===== config.mk =====
export PLATFORM = sky130hd
export DESIGN_NAME = ram_arbiter
export DESIGN_NICKNAME = d
export VERILOG_FILES = /design/src/rtl/ram_ctrl_pkg.sv /design/src/rtl/rr_arbiter2.sv /design/src/rtl/ram_arbiter.sv
export SDC_FILE = /design/constraint.sdc
export NUM_CORES = 1
export LEC_CHECK = 0
export CAP_MARGIN = 5
export CORE_AREA = 4 4 141 143
export CTS_CLUSTER_DIAMETER = 100
export DETAILED_ROUTE_END_ITERATION = 16
export DIE_AREA = 0 0 145 147
export HOLD_SLACK_MARGIN = 0.02
export MAX_ROUTING_LAYER = met4
export PLACE_DENSITY = 0.74
export SETUP_SLACK_MARGIN = 0.4
export SLEW_MARGIN = 40
export SYNTH_ARGS = -nofsm -noshare
export SYNTH_HDL_FRONTEND = slang
export SYNTH_HIERARCHICAL = 1
export SYNTH_SLANG_ARGS = --single-unit

===== constraint.sdc =====
create_clock -name clk -period 2.2 [get_ports clk]
set_clock_uncertainty 0.05 [all_clocks]
set_input_delay 0.22 -clock clk [delete_from_list [all_inputs] [get_ports clk]]
set_output_delay 0.22 -clock clk [all_outputs]
set_load 0.02 [all_outputs]

===== src/rtl/ram_ctrl_pkg.sv =====
// Shared types and constants for the RAM arbiter slice.
// Latency: n/a (declarations only).
// Backpressure: n/a.
//
// Contents: FSM state encoding, requester port ids, bytes per RAM word and
// the helper that computes the highest legal start address of a word access.
package ram_ctrl_pkg;

    typedef enum logic [1:0] {
        IDLE   = 2'd0,
        ACCESS = 2'd1,
        RESP   = 2'd2
    } state_t;

    // Requester ids; also the encoding stored in last_grant.
    localparam logic PORT_IF = 1'b0;
    localparam logic PORT_D  = 1'b1;

    // One access moves a whole 64-bit word.
    localparam int unsigned WORD_BYTES = 8;

    // Highest start address whose full word still lies inside the RAM.
    // Anything above it would index past the end of the array.
    function automatic int unsigned bound_limit(input int unsigned mem_depth,
                                                input int unsigned word_bytes);
        return mem_depth - word_bytes;
    endfunction

endpackage


===== src/rtl/rr_arbiter2.sv =====
// Two-way round-robin grant, purely combinational.
// Latency: 0 cycles (grant follows the valids in the same cycle).
// Backpressure: none; the caller qualifies the grant with its own state.
//
// Ports:
//   req0/req1   request valids of port 0 (fetch) and port 1 (data)
//   last_grant  id of the port granted most recently
//   gnt0/gnt1   one-hot grant (both low when nobody requests)
//   gnt_id      id of the granted port (meaningful only when a grant exists)
module rr_arbiter2
    import ram_ctrl_pkg::*;
(
    input  logic req0,
    input  logic req1,
    input  logic last_grant,
    output logic gnt0,
    output logic gnt1,
    output logic gnt_id
);

    always_comb begin
        gnt0 = 1'b0;
        gnt1 = 1'b0;
        if (req0 && req1) begin
            // Contention: the port that did not win last time goes first.
            if (last_grant == PORT_D) begin
                gnt0 = 1'b1;
            end else begin
                gnt1 = 1'b1;
            end
        end else begin
            gnt0 = req0;
            gnt1 = req1;
        end
    end

    assign gnt_id = gnt1 ? PORT_D : PORT_IF;

endmodule


===== src/rtl/ram_arbiter.sv =====
// Shares one byte-addressed 64-bit big-endian RAM between instruction fetch and data.
// Latency: accept edge -> ACCESS cycle -> response pulse in the following (RESP) cycle.
// Backpressure: valid/ready; ready is offered in IDLE and RESP only, so at most one request per 2 cycles.
//
// Ports:
//   clk, reset                   clock (rising edge), asynchronous active-high reset
//   if_req_valid/ready, if_addr  fetch request (read-only)
//   if_resp_valid/err, if_rdata  fetch response pulse
//   d_req_valid/ready, d_req_write, d_addr, d_wdata   data request
//   d_resp_valid/err, d_rdata    data response pulse (read data or write ack)
//   ram_address, ram_is_reading, ram_data_in, ram_data_out   RAM pins (dataOut registered)
//   busy                         high whenever the FSM is not IDLE
//
// Build option: define RAM_ARBITER_ALIGN_CHECK_EN to also reject addresses that
// are not word aligned (addr[2:0] != 0). Without it only the bounds check applies.
module ram_arbiter
    import ram_ctrl_pkg::*;
#(
    parameter int unsigned ADDRESS_SIZE  = 11,
    parameter int unsigned MEM_DEPTH     = 2 ** ADDRESS_SIZE,
    parameter int unsigned MEM_WORD_SIZE = 8 * WORD_BYTES
) (
    input  logic                     clk,
    input  logic                     reset,

    input  logic                     if_req_valid,
    output logic                     if_req_ready,
    input  logic [ADDRESS_SIZE-1:0]  if_addr,
    output logic                     if_resp_valid,
    output logic [MEM_WORD_SIZE-1:0] if_rdata,
    output logic                     if_resp_err,

    input  logic                     d_req_valid,
    output logic                     d_req_ready,
    input  logic                     d_req_write,
    input  logic [ADDRESS_SIZE-1:0]  d_addr,
    input  logic [MEM_WORD_SIZE-1:0] d_wdata,
    output logic                     d_resp_valid,
    output logic [MEM_WORD_SIZE-1:0] d_rdata,
    output logic                     d_resp_err,

    output logic [ADDRESS_SIZE-1:0]  ram_address,
    output logic                     ram_is_reading,
    output logic [MEM_WORD_SIZE-1:0] ram_data_in,
    input  logic [MEM_WORD_SIZE-1:0] ram_data_out,

    output logic                     busy
);

    localparam int unsigned ADDR_LIMIT = bound_limit(MEM_DEPTH, WORD_BYTES);

    state_t state;
    state_t state_nxt;

    // Request context captured on the accept edge. ram_address and
    // ram_data_in are themselves part of it and drive the RAM directly.
    logic last_grant;
    logic lat_port;
    logic lat_write;
    logic lat_err;

    logic offer;        // FSM is in a state that may take a new request
    logic gnt_if;
    logic gnt_d;
    logic gnt_id;
    logic accept;

    logic [ADDRESS_SIZE-1:0] sel_addr;
    logic                    sel_write;
    logic                    sel_err;

    // ------------------------------------------------------------------
    // Arbitration and request selection
    // ------------------------------------------------------------------
    rr_arbiter2 u_arb (
        .req0       (if_req_valid),
        .req1       (d_req_valid),
        .last_grant (last_grant),
        .gnt0       (gnt_if),
        .gnt1       (gnt_d),
        .gnt_id     (gnt_id)
    );

    assign if_req_ready = offer && gnt_if;
    assign d_req_ready  = offer && gnt_d;
    assign accept       = if_req_ready || d_req_ready;

    assign sel_addr  = gnt_d ? d_addr : if_addr;
    // The fetch port has no write strobe; only the data port can write.
    assign sel_write = gnt_d && d_req_write;

    // A rejected request still walks through ACCESS/RESP so both outcomes
    // share one latency; it just never lowers ram_is_reading.
    always_comb begin
        sel_err = (32'(sel_addr) > ADDR_LIMIT);
`ifdef RAM_ARBITER_ALIGN_CHECK_EN
        sel_err = sel_err || (sel_addr[2:0] != 3'd0);
`endif
    end

    // ------------------------------------------------------------------
    // FSM: state register
    // ------------------------------------------------------------------
    always_ff @(posedge clk or posedge reset) begin
        if (reset) begin
            state <= IDLE;
        end else begin
            state <= state_nxt;
        end
    end

    // ------------------------------------------------------------------
    // FSM: next state
    // ------------------------------------------------------------------
    always_comb begin
        state_nxt = IDLE;
        unique case (state)
            IDLE:    state_nxt = accept ? ACCESS : IDLE;
            ACCESS:  state_nxt = RESP;
            // A request taken while the response issues goes straight to
            // ACCESS, which is what gives one request every two cycles.
            RESP:    state_nxt = accept ? ACCESS : IDLE;
            default: state_nxt = IDLE;
        endcase
    end

    // ------------------------------------------------------------------
    // FSM: outputs
    // ------------------------------------------------------------------
    always_comb begin
        offer          = 1'b0;
        ram_is_reading = 1'b1;
        if_resp_valid  = 1'b0;
        d_resp_valid   = 1'b0;
        unique case (state)
            IDLE: begin
                offer = 1'b1;
            end
            ACCESS: begin
                // The RAM writes on any edge where this pin is low, so it
                // drops only for a legal write. Because it decodes the state
                // register, reset raises it asynchronously and aborts an
                // in-flight write.
                ram_is_reading = !(lat_write && !lat_err);
            end
            RESP: begin
                offer         = 1'b1;
                if_resp_valid = (lat_port == PORT_IF);
                d_resp_valid  = (lat_port == PORT_D);
            end
            default: begin
                offer = 1'b0;
            end
        endcase
    end

    assign busy = (state != IDLE);

    // Response payload: zero on the idle port, zero for rejected requests,
    // and zero as the (don't-care) data of a write acknowledge.
    assign if_resp_err = if_resp_valid && lat_err;
    assign d_resp_err  = d_resp_valid && lat_err;
    assign if_rdata    = (if_resp_valid && !lat_err) ? ram_data_out : '0;
    assign d_rdata     = (d_resp_valid && !lat_err && !lat_write) ? ram_data_out : '0;

    // ------------------------------------------------------------------
    // Request capture
    // ------------------------------------------------------------------
    // last_grant resets to the data port so fetch wins the first contention.
    always_ff @(posedge clk or posedge reset) begin
        if (reset) begin
            last_grant  <= PORT_D;
            lat_port    <= PORT_IF;
            lat_write   <= 1'b0;
            lat_err     <= 1'b0;
            ram_address <= '0;
            ram_data_in <= '0;
        end else if (accept) begin
            last_grant  <= gnt_id;
            lat_port    <= gnt_id;
            lat_write   <= sel_write;
            lat_err     <= sel_err;
            ram_address <= sel_addr;
            ram_data_in <= gnt_d ? d_wdata : '0;
        end
    end

endmodule


==> key figures <==
STA
  – RSZ-0062 raised after global routing: true
  – Least-Margin Pin Slew: 0.4382 ns
  – Max-slew headroom at the worst pin: between 70% and 80%
  – Tcrit/Tclk final: 109.2%
  – Setup TNS: -2.769 ns
  – Final setup vio count: 41
  – Max Freq: 0.4163 GHz
  – Final number of hold-violating endpoints: 0
  – Min setup slack post-route: -0.2019 ns
  – Slew Limit Fails: 0
  – Minimum clock period: 2.402 ns

Run status
  – Status: complete, but fails checks
  – Failing checks: setup timing

Floorplanning
  – DIE WIDTH: 145 um
  – Row count: 50
  – CORE AREA: 18,580 um^2
  – Initial Utilization: between 20% and 30%
  – Die area: approximately 21,000 um^2
  – Die height: 147 um
  – # IOs: around 370

Route
  – Detailed-router iteration count before antenna repair: 6
  – 1st-iter DRT viols: 101
  – DR vias: 4,694
  – Antenna viol nets, final: 0
  – Vias per cell: about 4.5
  – Final WL: 22,120 um
  – WL/cell: 21.01 um
  – # DRC: 0

Global routing
  – Total gr overflow: 0
  – Largest net degree at the start of global routing: 82
  – GRT Total Usage: 17.78%
  – Vias in the first global route: 4,779
  – Initial antenna violation count: 1
  – First-pass GRT wire length: 28,410 um

Power and ir drop
  – Pwr dens: between 1000 and 1500 nW/um^2
  – Leak: between 4 and 5 nW
  – Worst vdd ir: between 0.6 and 0.7 mV

Yosys
  – Cell taking the most area after synthesis: dfrtp_1
  – Yosys cell types: 31
  – Syn. warnings: 6
  – Synth Net Count: 528
  – Synth top area share: about half
  – Syn avg cell area: 10.85 um^2
  – Area contributors post-synth: dfrtp_1 (49%), a22o_1 (14%), and2_1 (14%)
  – Seq/Total Area, Yosys: 50.09%
  – Post-Synthesis Cells: 373
  – Yosys reg bits: just over 80
  – Synth Cell Area: 4049 um^2

Min path
  – Worst hold path type: input pin to asynchronous set/reset pin

Finish
  – Fill count: 1,504
  – Multi-input gate area: 2107 um^2
  – Nets: 967
  – Share of layout cells above drive strength 1: approximately 46%
  – Final cell count without fillers: 1,053
  – Final Cell Area: approximately 10,000 um^2
  – Register area: 2028 um^2
  – Area Overhead vs Synth: 147.7%

Clocking
  – Worst-skew pair later-pin latency: approximately 0.32 ns
  – Clk pin slew, worst setup/hold paths: 0.07 ns
  – CTS Buf Count: 9
  – CTS Root Cell: clkbuf_16
  – TritonCTS clock tree: done
  – Clock Sinks: 81
  – # hold bufs at CTS: 0
  – CTS H-tree lvls: 3
  – CTS max path bufs: 2

Placed design
  – Port-buffer cells: 365
  – Post-DP HPWL: 14,360 um
  – Placed inst area: 8031 um^2
  – Final GP Congestion: 0.8796
  – Placed instance count: 953

Worst setup path
  – Setup CP Type: flop to primary output
  – R2R setup slack: 0.29 ns
  – Worst Setup End Kind: primary output
  – WP data arrival: 2.13 ns
  – Reg2Reg Depth: 9
  – Crit-path max FO: 4
  – WP data required: 1.93 ns
  – Setup crit start kind: flop

Flow run
  – Max-cap violation count: 0
-- timing repair --
action | CTS | global route
setup endpoints to repair | 136 | 190
pin swaps | 2 | 24
endpoints found under the hold margin | 0 | 0
cloned | 7 | 18
resized for setup | 597 | 337
setup buffers | 35 | 22
-- final cells by class --
cell class,count,share of cell area [%]
timing repair buffer,461,52.33
multi-input combinational,256,21.01
sequential,81,20.22
tap,234,2.919
clock buffer,9,2.245
clock inverter,7,1.085
inverter,3,0.1497
antenna,2,0.04989
-- path summary, 6_finish.rpt --
kind,startpoint,endpoint
max,lat_port$_DFFE_PP0P_,d_rdata[26]
min,reset,ram_data_in[56]$_DFFE_PP0P_
max reg2reg,state[0]$_DFF_PP0_,ram_data_in[2]$_DFFE_PP0P_
min reg2reg,last_grant$_DFFE_PP1P_,last_grant$_DFFE_PP1P_
max in group asynchronous,reset,last_grant$_DFFE_PP1P_
min in group clk,last_grant$_DFFE_PP1P_,last_grant$_DFFE_PP1P_
-- cell usage after synthesis, drive strengths merged --
master / instances
and2: 130
dfrtp: 80
a22o: 66
buf: 18
nand2: 16
clkbuf: 15
o21ai: 11
mux2i: 10
and2b: 3
inv: 3
a21boi: 2
a21oi: 2
nand4: 2
nor2b: 2
nor3b: 2
and3: 1
and3b: 1
and4: 1
dfstp: 1
nand3: 1
nand3b: 1
nor2: 1
nor3: 1
o311ai: 1
o31ai: 1
or2: 1
-- routing by layer --
| layer | track usage (%) | vias to the layer above | wire (um) |
|---|---|---|---|
| met5 | - | - | 0 |
| met4 | 5.083 | 0 | 599 |
| met3 | 4.874 | 35 | 1400 |
| met2 | 32.82 | 238 | 12000 |
| met1 | 18.66 | 2256 | 8122 |
| li1 | - | 2165 | - |
-- report_power, final --
part	switching (mW)	internal [mW]
combinational	3.15	3.98
clock	0.652	1.02
sequential	0.389	2.15
-- cells in the final DEF, fill, tap and decap left out, types with 2 or more instances in the layout --
cell             instances
o21ai_0                 10
and2_1                   8
nor3b_4                  2
buf_4                   29
clkdlybuf4s50_1        229
dlymetal6s2s_1           3
nand4_1                  2
inv_8                    2
a21boi_1                 2
and2b_4                  2
inv_1                    2
buf_12                  14
inv_6                    2
dfrtp_1                 80
bufinv_16                2
diode_2                  2
nor2b_1                  2
nand2_1                 16
buf_16                   8
buf_6                  155
mux2i_1                 10
and2_4                 121
a22o_1                  66
clkbuf_16               22
buf_8                    8
-- worst max-delay path: stages, from the launching register on --
cell and delay [ns]:
dfrtp_1 0.37, and3b_2 0.22, nor3b_4 0.16, buf_6 0.13
buf_12 0.12, buf_16 0.11, buf_8 0.11, buf_6 0.11
buf_6 0.10, buf_6 0.10, and2_4 0.14, buf_6 0.12
-- sequential cells by signal, indices dropped and copies added (netlist names) --
| name | cells |
|---|---|
| state | 2 |
| last_grant | 1 |
| lat_write | 1 |
| lat_port | 1 |
| ram_address | 11 |
| lat_err | 1 |
| ram_data_in | 64 |
-- stage by stage --
stage          setup WS, ns  hold WS [ns]  power (mW)  utilization [%]
2_1_floorplan        0.4417        0.3097       5.063                -
3_3_place_gp      0.0001363        0.4104       7.823            43.23
3_5_place_dp       -0.04046        0.4169       7.831            43.23
4_1_cts             -0.2877        0.3202       10.15            48.36
5_1_grt             -0.2687        0.3676       11.85            53.99
6_report            -0.2019        0.3114       11.34            53.99
-- cells by family (layout without fill, tap and decap cells) --
family,after synthesis,after routing,synth area share [%]
compound gates,83,83,16.66
other cells,0,2,0
flops,81,81,50.09
simple gates,163,163,26.14
buf+inv,36,480,4.635
mux,10,10,2.472
Note: power is estimated with default switching activity, not from simulation.
